[src/rtl/i2s_dac_serializer.sv]
// I2S transmitter for the WM8731 DAC. The codec masters BCLK/DACLRCK; a one-pair holding
// buffer feeds each frame, and the previous pair is repeated when a frame starts empty.
module i2s_dac_serializer #(
  parameter int WIDTH       = 16,
  parameter int SYNC_STAGES = 2
) (
  input  logic             CLOCK_50,
  input  logic             RESET_N,
  input  logic [WIDTH-1:0] leftSampleIn,
  input  logic [WIDTH-1:0] rightSampleIn,
  input  logic             sample_valid,
  output logic             sample_ready,
  input  logic             AUD_BCLK,
  input  logic             AUD_DACLRCK,
  output logic             AUD_DACDAT,
  output logic             frame_start,
  output logic             underrun
);
  // state | meaning
  // IDLE  | after reset, waiting for the first left slot; output held at 0
  // LEFT  | shifting out the left sample
  // RIGHT | shifting out the right sample
  localparam logic [1:0] IDLE  = 2'd0;
  localparam logic [1:0] LEFT  = 2'd1;
  localparam logic [1:0] RIGHT = 2'd2;

  localparam int            CW      = $clog2(WIDTH + 1);
  localparam logic [CW-1:0] CNT_MAX = CW'(WIDTH);

  logic [SYNC_STAGES-1:0] bclk_sync_q, lrck_sync_q;
  logic                   bclk_prev_q, lrck_cap_q;
  logic                   bclk_s, lrck_s, bclk_fall, slot_start, left_start, right_start;

  logic [1:0]       state_q, state_d;
  logic             hold_full_q, hold_full_d;
  logic [WIDTH-1:0] hold_l_q, hold_l_d, hold_r_q, hold_r_d;
  logic [WIDTH-1:0] last_l_q, last_l_d, last_r_q, last_r_d;
  logic [WIDTH-1:0] shift_q, shift_d;
  logic [CW-1:0]    bit_cnt_q, bit_cnt_d;
  logic             dacdat_q, dacdat_d;
  logic             fs_q, fs_d, ur_q, ur_d;

  assign bclk_s      = bclk_sync_q[SYNC_STAGES-1];
  assign lrck_s      = lrck_sync_q[SYNC_STAGES-1];
  assign bclk_fall   = bclk_prev_q & ~bclk_s;
  // A slot begins when LRCK differs from the value seen at the previous falling BCLK
  assign slot_start  = bclk_fall & (lrck_s != lrck_cap_q);
  assign left_start  = slot_start & ~lrck_s;
  assign right_start = slot_start & lrck_s;

  always_ff @(posedge CLOCK_50 or negedge RESET_N) begin
    if (!RESET_N) begin
      bclk_sync_q <= '0;
      lrck_sync_q <= '0;
      bclk_prev_q <= 1'b0;
      lrck_cap_q  <= 1'b0;
    end else begin
      bclk_sync_q <= {bclk_sync_q[SYNC_STAGES-2:0], AUD_BCLK};
      lrck_sync_q <= {lrck_sync_q[SYNC_STAGES-2:0], AUD_DACLRCK};
      bclk_prev_q <= bclk_s;
      if (bclk_fall) lrck_cap_q <= lrck_s;
    end
  end

  always_comb begin
    state_d     = state_q;
    hold_full_d = hold_full_q;
    hold_l_d    = hold_l_q;
    hold_r_d    = hold_r_q;
    last_l_d    = last_l_q;
    last_r_d    = last_r_q;
    shift_d     = shift_q;
    bit_cnt_d   = bit_cnt_q;
    dacdat_d    = dacdat_q;
    fs_d        = 1'b0;
    ur_d        = 1'b0;

    if (sample_valid && !hold_full_q) begin
      hold_l_d    = leftSampleIn;
      hold_r_d    = rightSampleIn;
      hold_full_d = 1'b1;
    end

    if (left_start) begin
      state_d = LEFT;
      fs_d    = 1'b1;
      if (hold_full_q) begin
        last_l_d    = hold_l_q;
        last_r_d    = hold_r_q;
        shift_d     = hold_l_q;
        hold_full_d = 1'b0;
      end else begin
        shift_d = last_l_q;
        ur_d    = 1'b1;
      end
    end else if (right_start && state_q != IDLE) begin
      state_d = RIGHT;
      shift_d = last_r_q;
    end

    // I2S one-bit delay: the slot's first BCLK carries a 0, MSB follows on the next one
    if (slot_start) begin
      bit_cnt_d = '0;
      dacdat_d  = 1'b0;
    end else if (bclk_fall) begin
      if (state_q != IDLE && bit_cnt_q < CNT_MAX) begin
        dacdat_d  = shift_q[WIDTH-1];
        shift_d   = {shift_q[WIDTH-2:0], 1'b0};
        bit_cnt_d = bit_cnt_q + 1'b1;
      end else begin
        dacdat_d = 1'b0;
      end
    end
  end

  always_ff @(posedge CLOCK_50 or negedge RESET_N) begin
    if (!RESET_N) begin
      state_q     <= IDLE;
      hold_full_q <= 1'b0;
      hold_l_q    <= '0;
      hold_r_q    <= '0;
      last_l_q    <= '0;
      last_r_q    <= '0;
      shift_q     <= '0;
      bit_cnt_q   <= '0;
      dacdat_q    <= 1'b0;
      fs_q        <= 1'b0;
      ur_q        <= 1'b0;
    end else begin
      state_q     <= state_d;
      hold_full_q <= hold_full_d;
      hold_l_q    <= hold_l_d;
      hold_r_q    <= hold_r_d;
      last_l_q    <= last_l_d;
      last_r_q    <= last_r_d;
      shift_q     <= shift_d;
      bit_cnt_q   <= bit_cnt_d;
      dacdat_q    <= dacdat_d;
      fs_q        <= fs_d;
      ur_q        <= ur_d;
    end
  end

  assign sample_ready = ~hold_full_q;
  assign AUD_DACDAT   = dacdat_q;
  assign frame_start  = fs_q;
  assign underrun     = ur_q;

endmodule

[config.mk]
export PLATFORM = sky130hd
export DESIGN_NAME = i2s_dac_serializer
export DESIGN_NICKNAME = d
export VERILOG_FILES = /design/src/rtl/i2s_dac_serializer.sv
export SDC_FILE = /design/constraint.sdc
export NUM_CORES = 1
export LEC_CHECK = 0
export CAP_MARGIN = 15
export CORE_MARGIN = 1.5
export CORE_UTILIZATION = 30
export DETAILED_ROUTE_END_ITERATION = 16
export PLACE_DENSITY = 0.46
export SLEW_MARGIN = 20
export SYNTH_ARGS = -nofsm -noshare
export SYNTH_HDL_FRONTEND = slang
export SYNTH_SLANG_ARGS = --single-unit
[constraint.sdc]
create_clock -name CLOCK_50 -period 1.7 [get_ports CLOCK_50]
set_input_delay 0.255 -clock CLOCK_50 [delete_from_list [all_inputs] [get_ports CLOCK_50]]
set_output_delay 0.255 -clock CLOCK_50 [all_outputs]
set_load 0.05 [all_outputs]
; Word level (Yosys, flattened, before mapping)
; Index checks and enable logic that the tools add are counted.
[word_totals]
register_bits = 97
inputBits = 37
out_inout_bits = 4
wordCells = 55
[op_classes]
add_sub_neg = 1
magnitude_cmp = 1
n_eq_ne = 1
muxes = 20
bitwise_logic = 7
n_reduce_logical = 10
[ops]
columns = operator, count
row1 = $mux W16, 6
row2 = $mux W5, 3
row3 = $mux W1, 9
row4 = $reduce_bool A2 Y1, 4
row5 = $add A5 B1 Y5 const B, 1
row6 = $lt A5 B5 Y1 const B, 1
row7 = $and A1 B1 Y1, 4
row8 = $mux W2, 2
row9 = $reduce_and A2 Y1, 2
row10 = $logic_and A1 B1 Y1, 3
row11 = $not A1 Y1, 3
row12 = $logic_not A1 Y1, 1
row13 = $ne A1 B1 Y1, 1

; Longest topological paths before layout
[depth]
ltp_word = 10
ltp_mapped = 8
depth_no_buf = 5

; Worst setup path after synthesis
; Ideal clock, no wire load.
[synth_timing]
path_kind = reg2reg
start = register bclk_sync_q[1]
end = register shift_q[10]
setup_time_ns = 0.073
arrival_time_ns = 1.752
required_ns = 1.627
slack_ns = -0.125
stages_incl_launch_ff = 9
n_path_buf = 4
synth_period_minus_slack_ns = 1.825
path_cell_list = dfrtp_1 > nand2b_4 > buf_6 > or4b_1 > buf_2 > and2_4 > buf_6 > buf_12 > a21oi_2
[synth_via]
elab_chain_len = 10
word_cells_on_any_way = 11
classes_between = mux: 5 / bitwise: 5 / reduce/logical: 1
[synth_rtl]
columns = element, line
row1 = "start, declared", 30  ; logic [SYNC_STAGES-1:0] bclk_sync_q, lrck_sync_q;
row2 = "start signal, assigned", 58  ; bclk_sync_q <= {bclk_sync_q[SYNC_STAGES-2:0], AUD_BCLK};
row3 = $not A1 Y1 (*), 45  ; assign bclk_fall = bclk_prev_q & ~bclk_s;
row4 = $and A1 B1 Y1 (*), 45
row5 = $and A1 B1 Y1, 47  ; assign slot_start = bclk_fall & (lrck_s != lrck_cap_q);
row6 = $and A1 B1 Y1, 49  ; assign right_start = slot_start & lrck_s;
row7 = $logic_and A1 B1 Y1, 96  ; end else if (right_start && state_q != IDLE) begin
row8 = $mux W16, 96
row9 = $mux W16, 84  ; if (left_start) begin
row10 = $mux W16, 106  ; if (state_q != IDLE && bit_cnt_q < CNT_MAX) begin
row11 = $mux W16, 105  ; end else if (bclk_fall) begin
row12 = $mux W16 (*), 102  ; if (slot_start) begin
row13 = net shift_d[10], 38  ; logic [WIDTH-1:0] shift_q, shift_d;
row14 = "end signal, assigned", 136  ; shift_q <= shift_d;
row15 = "end, declared", 38
; Mark *: on every way through the listed nets, which the timed path passes. The rest lies on a longest branch.
; A chain may end at the register's enable or synchronous reset.

; Worst setup path after layout
[layout_timing]
start = register bclk_sync_q[1]
end = register last_l_q[10]
[layout_via]
elab_chain_len = 4
[layout_rtl]
columns = element, line
row1 = $not A1 Y1, 45
row2 = $and A1 B1 Y1, 45
row3 = $and A1 B1 Y1, 47
row4 = $and A1 B1 Y1, 48  ; assign left_start = slot_start & ~lrck_s;
row5 = "end signal, assigned", 134  ; last_l_q <= last_l_d;
row6 = "end, declared", 37  ; logic [WIDTH-1:0] last_l_q, last_l_d, last_r_q, last_r_d;
; Every way passes these cells.

==> flow_summary.ini <==
[die]
num_rows = 42
fp.dieW_um = 119.2
start_util_pct = 30.71
die-area_um2 = 14210
die_y_um = 119.2
io_pins = 41
core_area_um2 = 13190

[global_route]
grt_usage_pct = 11.65
grt_pass1_wl_mm = 12.52
grt_pass1_vias = 2328
antenna_found_initial = 0
grt.overflow.total = 0
grt_start_max_net_pins = 48

[clock_network]
cts_root_buf = clkbuf_16
cts_max_path_buffers = 2
clk_pin_slew_ns = 0.07
clock_latency_ns = 0.34
cts_tree = done
htreeDepth = 3
clock_sinks = 97
cts_buffers = 9

[timing]
fin_hold_ws_ns = 0.3496
setup-violations-final = 0
slew_violations = 0
tightest_slew_ns = 0.4397
post-route-period-util_pct = 97.03
relSlewSlack_pct = 70.28
fin_crit_ns = 1.650
clock-skew-final_ns = 0.008813
fmax_ghz = 0.6062
hold_violations = 0

[finish]
finalNonFillerCells = 515
fillers = 1271
layout-drive-gt1-share_pct = 42.18
diodes = 0
synthToLayoutAreaGrowth_pct = 27.62
stdcell_area_um2 = 5169
num-nets-final = 373

[setup_path]
r2r_setup_slack_ns = 0.05
worst_path_max_delay_cell = or3b_4
crit_family = simple AND/OR/NAND/NOR gates
path_cells = nand2b_4, or3b_4, inv_4, nand2_8, clkbuf_16, mux2_2
r2r-start = bclk_sync_q[1]
path_buf_inv = 2
crit_type = reg -> reg
cp.arrival_ns = 1.87
r2r-end = last_l_q[10]
path_max_fanout = 6
worst-endpoint-required_ns = 1.92
crit_path_end_kind = flip-flop
cpPeakStageDelay_ns = 0.39
cp-start-kind = flip-flop
rr_worst_depth = 6

[pwr]
clock_power_share_pct = 26.0
p_sw_share_pct = 26.89
max-vdd-ir-drop_mv = 0.6461
power_mw = 7.468
p_leak_nw = 2.139
internal-power_mw = 5.460
power_density_nw_per_um2 = 1445
p_sw_mw = 2.008
seq_power_share_pct = 51.0
combPwrFrac_pct = 23.0

[synth]
synthCells = 281
ys_warn_count = 0
synth_seq_cells = 97
synth_area_um2 = 4050
synth.distinct_cells = 30
syn_nets = 319
yosysTopAreaCell = dfrtp_1
synth_top_area_share_pct = 59.93
synth_area_leaders = dfrtp_1, mux2_2, mux2i_1
ys_seq_area_share_pct = 59.93
syn_area_per_cell_um2 = 14.41

[detailed_routing]
post-route-drc-count = 0
wl_per_cell_um = 15.08
vias_per_cell = 4.581
drt_wl_total_mm = 7.768
drtIter0Drc = 71
drt_pass1_iterations = 4
vias = 2359
ant_nets = 0

[min_path]
holdPathStages = 0
min_to = bclk_sync_q[1]
min_path_type = reg -> reg
hp-start = bclk_sync_q[0]

[place]
io_buffer_count = 40
placed_cell_area_um2 = 4725
place_hpwl_mm = 5.009
dp_cells = 492
gp_congestion = 0.6957

[run]
drv_cap = 0

[run_status]
status = finished, final reports clean
==> how the worst max path moves through the flow <==
stage	end	slack, ns	cells past startpoint	start
2_1_floorplan	shift_q[10]	-0.13	8	bclk_sync_q[1]
3_3_place_gp	hold_r_q[14]	0.05	4	sample_valid
3_5_place_dp	shift_q[6]	0.02	5	lrck_cap_q
4_1_cts	shift_q[9]	0.008	5	lrck_cap_q
5_1_grt	shift_q[9]	-0.007	5	lrck_cap_q
6_report	last_l_q[10]	0.05	6	bclk_sync_q[1]
==> timing repair <==
action,4_1_cts,5_1_grt
endpoints found under the hold margin,23,0
buffers inserted,0,4
gates resized for setup,0,14
setup endpoints to repair,0,48
hold buffers,1,0
==> metrics by stage <==
stage	util, %	setup slack [ns]	setup TNS [ns]
after global routing	39.19	-0.007213	-0.02029
final	39.19	0.05041	0
after global placement	35.82	0.05140	0
after floorplan	-	-0.1251	-2.408
after CTS	38.00	0.007742	0
after detailed placement	35.82	0.01907	0
==> state kept, by name (all words and copies together) (netlist names), 2 cells and up <==
name / cells
lrck_sync_q: 2
state_q: 2
hold_l_q: 16
hold_r_q: 16
shift_q: 16
last_r_q: 16
last_l_q: 16
bclk_sync_q: 2
bit_cnt_q: 5
==> placed cells by master, fill, tap and decap left out, types with 2 or more instances in the layout <==
cell type and instances:
mux2_2 81, clkdlybuf4s50_1 35, clkinv_2 3, a21oi_2 10, buf_4 16, a21oi_1 6
inv_1 2, nor2_1 10, clkbuf_16 11, buf_12 5, o22ai_2 3, clkbuf_1 2
o21ai_0 3, dfrtp_2 2, dfrtp_1 95, nand2_1 2, o22ai_1 12, xnor2_1 3
mux2i_1 17
==> cell type report <==
class	instances	area, µm²	area share, %
Multi-Input combinational cell	163	1570	30.38
Inverter	3	13.76	0.2663
Clock inverter	4	45.04	0.8715
Timing Repair Buffer	61	656.9	12.71
Sequential cell	97	2430	47.01
Clock buffer	11	232.7	4.503
Tap cell	176	220.2	4.260
==> per-layer routing <==
| metal | up-vias | track usage [%] | routed length, µm |
|---|---|---|---|
| li1 | 1109 | - | - |
| met4 | 0 | 4.292 | 76 |
| met3 | 7 | 4.262 | 305 |
| met5 | - | 0 | 0 |
| met2 | 37 | 17.38 | 3779 |
| met1 | 1206 | 15.50 | 3607 |
==> Yosys cell counts (all sizes together) <==
| master | number |
|---|---|
| dfrtp | 97 |
| mux2 | 81 |
| mux2i | 17 |
| a21oi | 16 |
| o22ai | 15 |
| buf | 12 |
| nor2 | 10 |
| clkbuf | 6 |
| xnor2 | 4 |
| inv | 3 |
| nand2 | 3 |
| o21ai | 3 |
| nand2b | 2 |
| nor3 | 2 |
| a31oi | 1 |
| and2 | 1 |
| ha | 1 |
| nand3 | 1 |
| nor2b | 1 |
| nor4 | 1 |
| nor4b | 1 |
| o21a | 1 |
| or3b | 1 |
| or4b | 1 |
==> power by group through the flow <==
stage,Clock (mW),Combinational (mW),Sequential (mW)
4_1_cts,2.02,1.69,3.82
3_5_place_dp,0,1.69,3.85
2_1_floorplan,0,1.32,3.66
5_1_grt,2.12,1.91,3.95
3_3_place_gp,0,1.65,3.84
6_report,1.94,1.72,3.81
==> kinds of logic after synthesis <==
kind of cell    Yosys count  share of synthesized area [%]
mux                      98                          26.72
flops                    97                          59.93
compound gates           36                          5.931
simple gates             24                          3.337
buf+inv                  21                          2.904
xor+xnor                  4                         0.8649
fa+ha+maj                 1                         0.3089
Power figures use the tool's default switching activity.
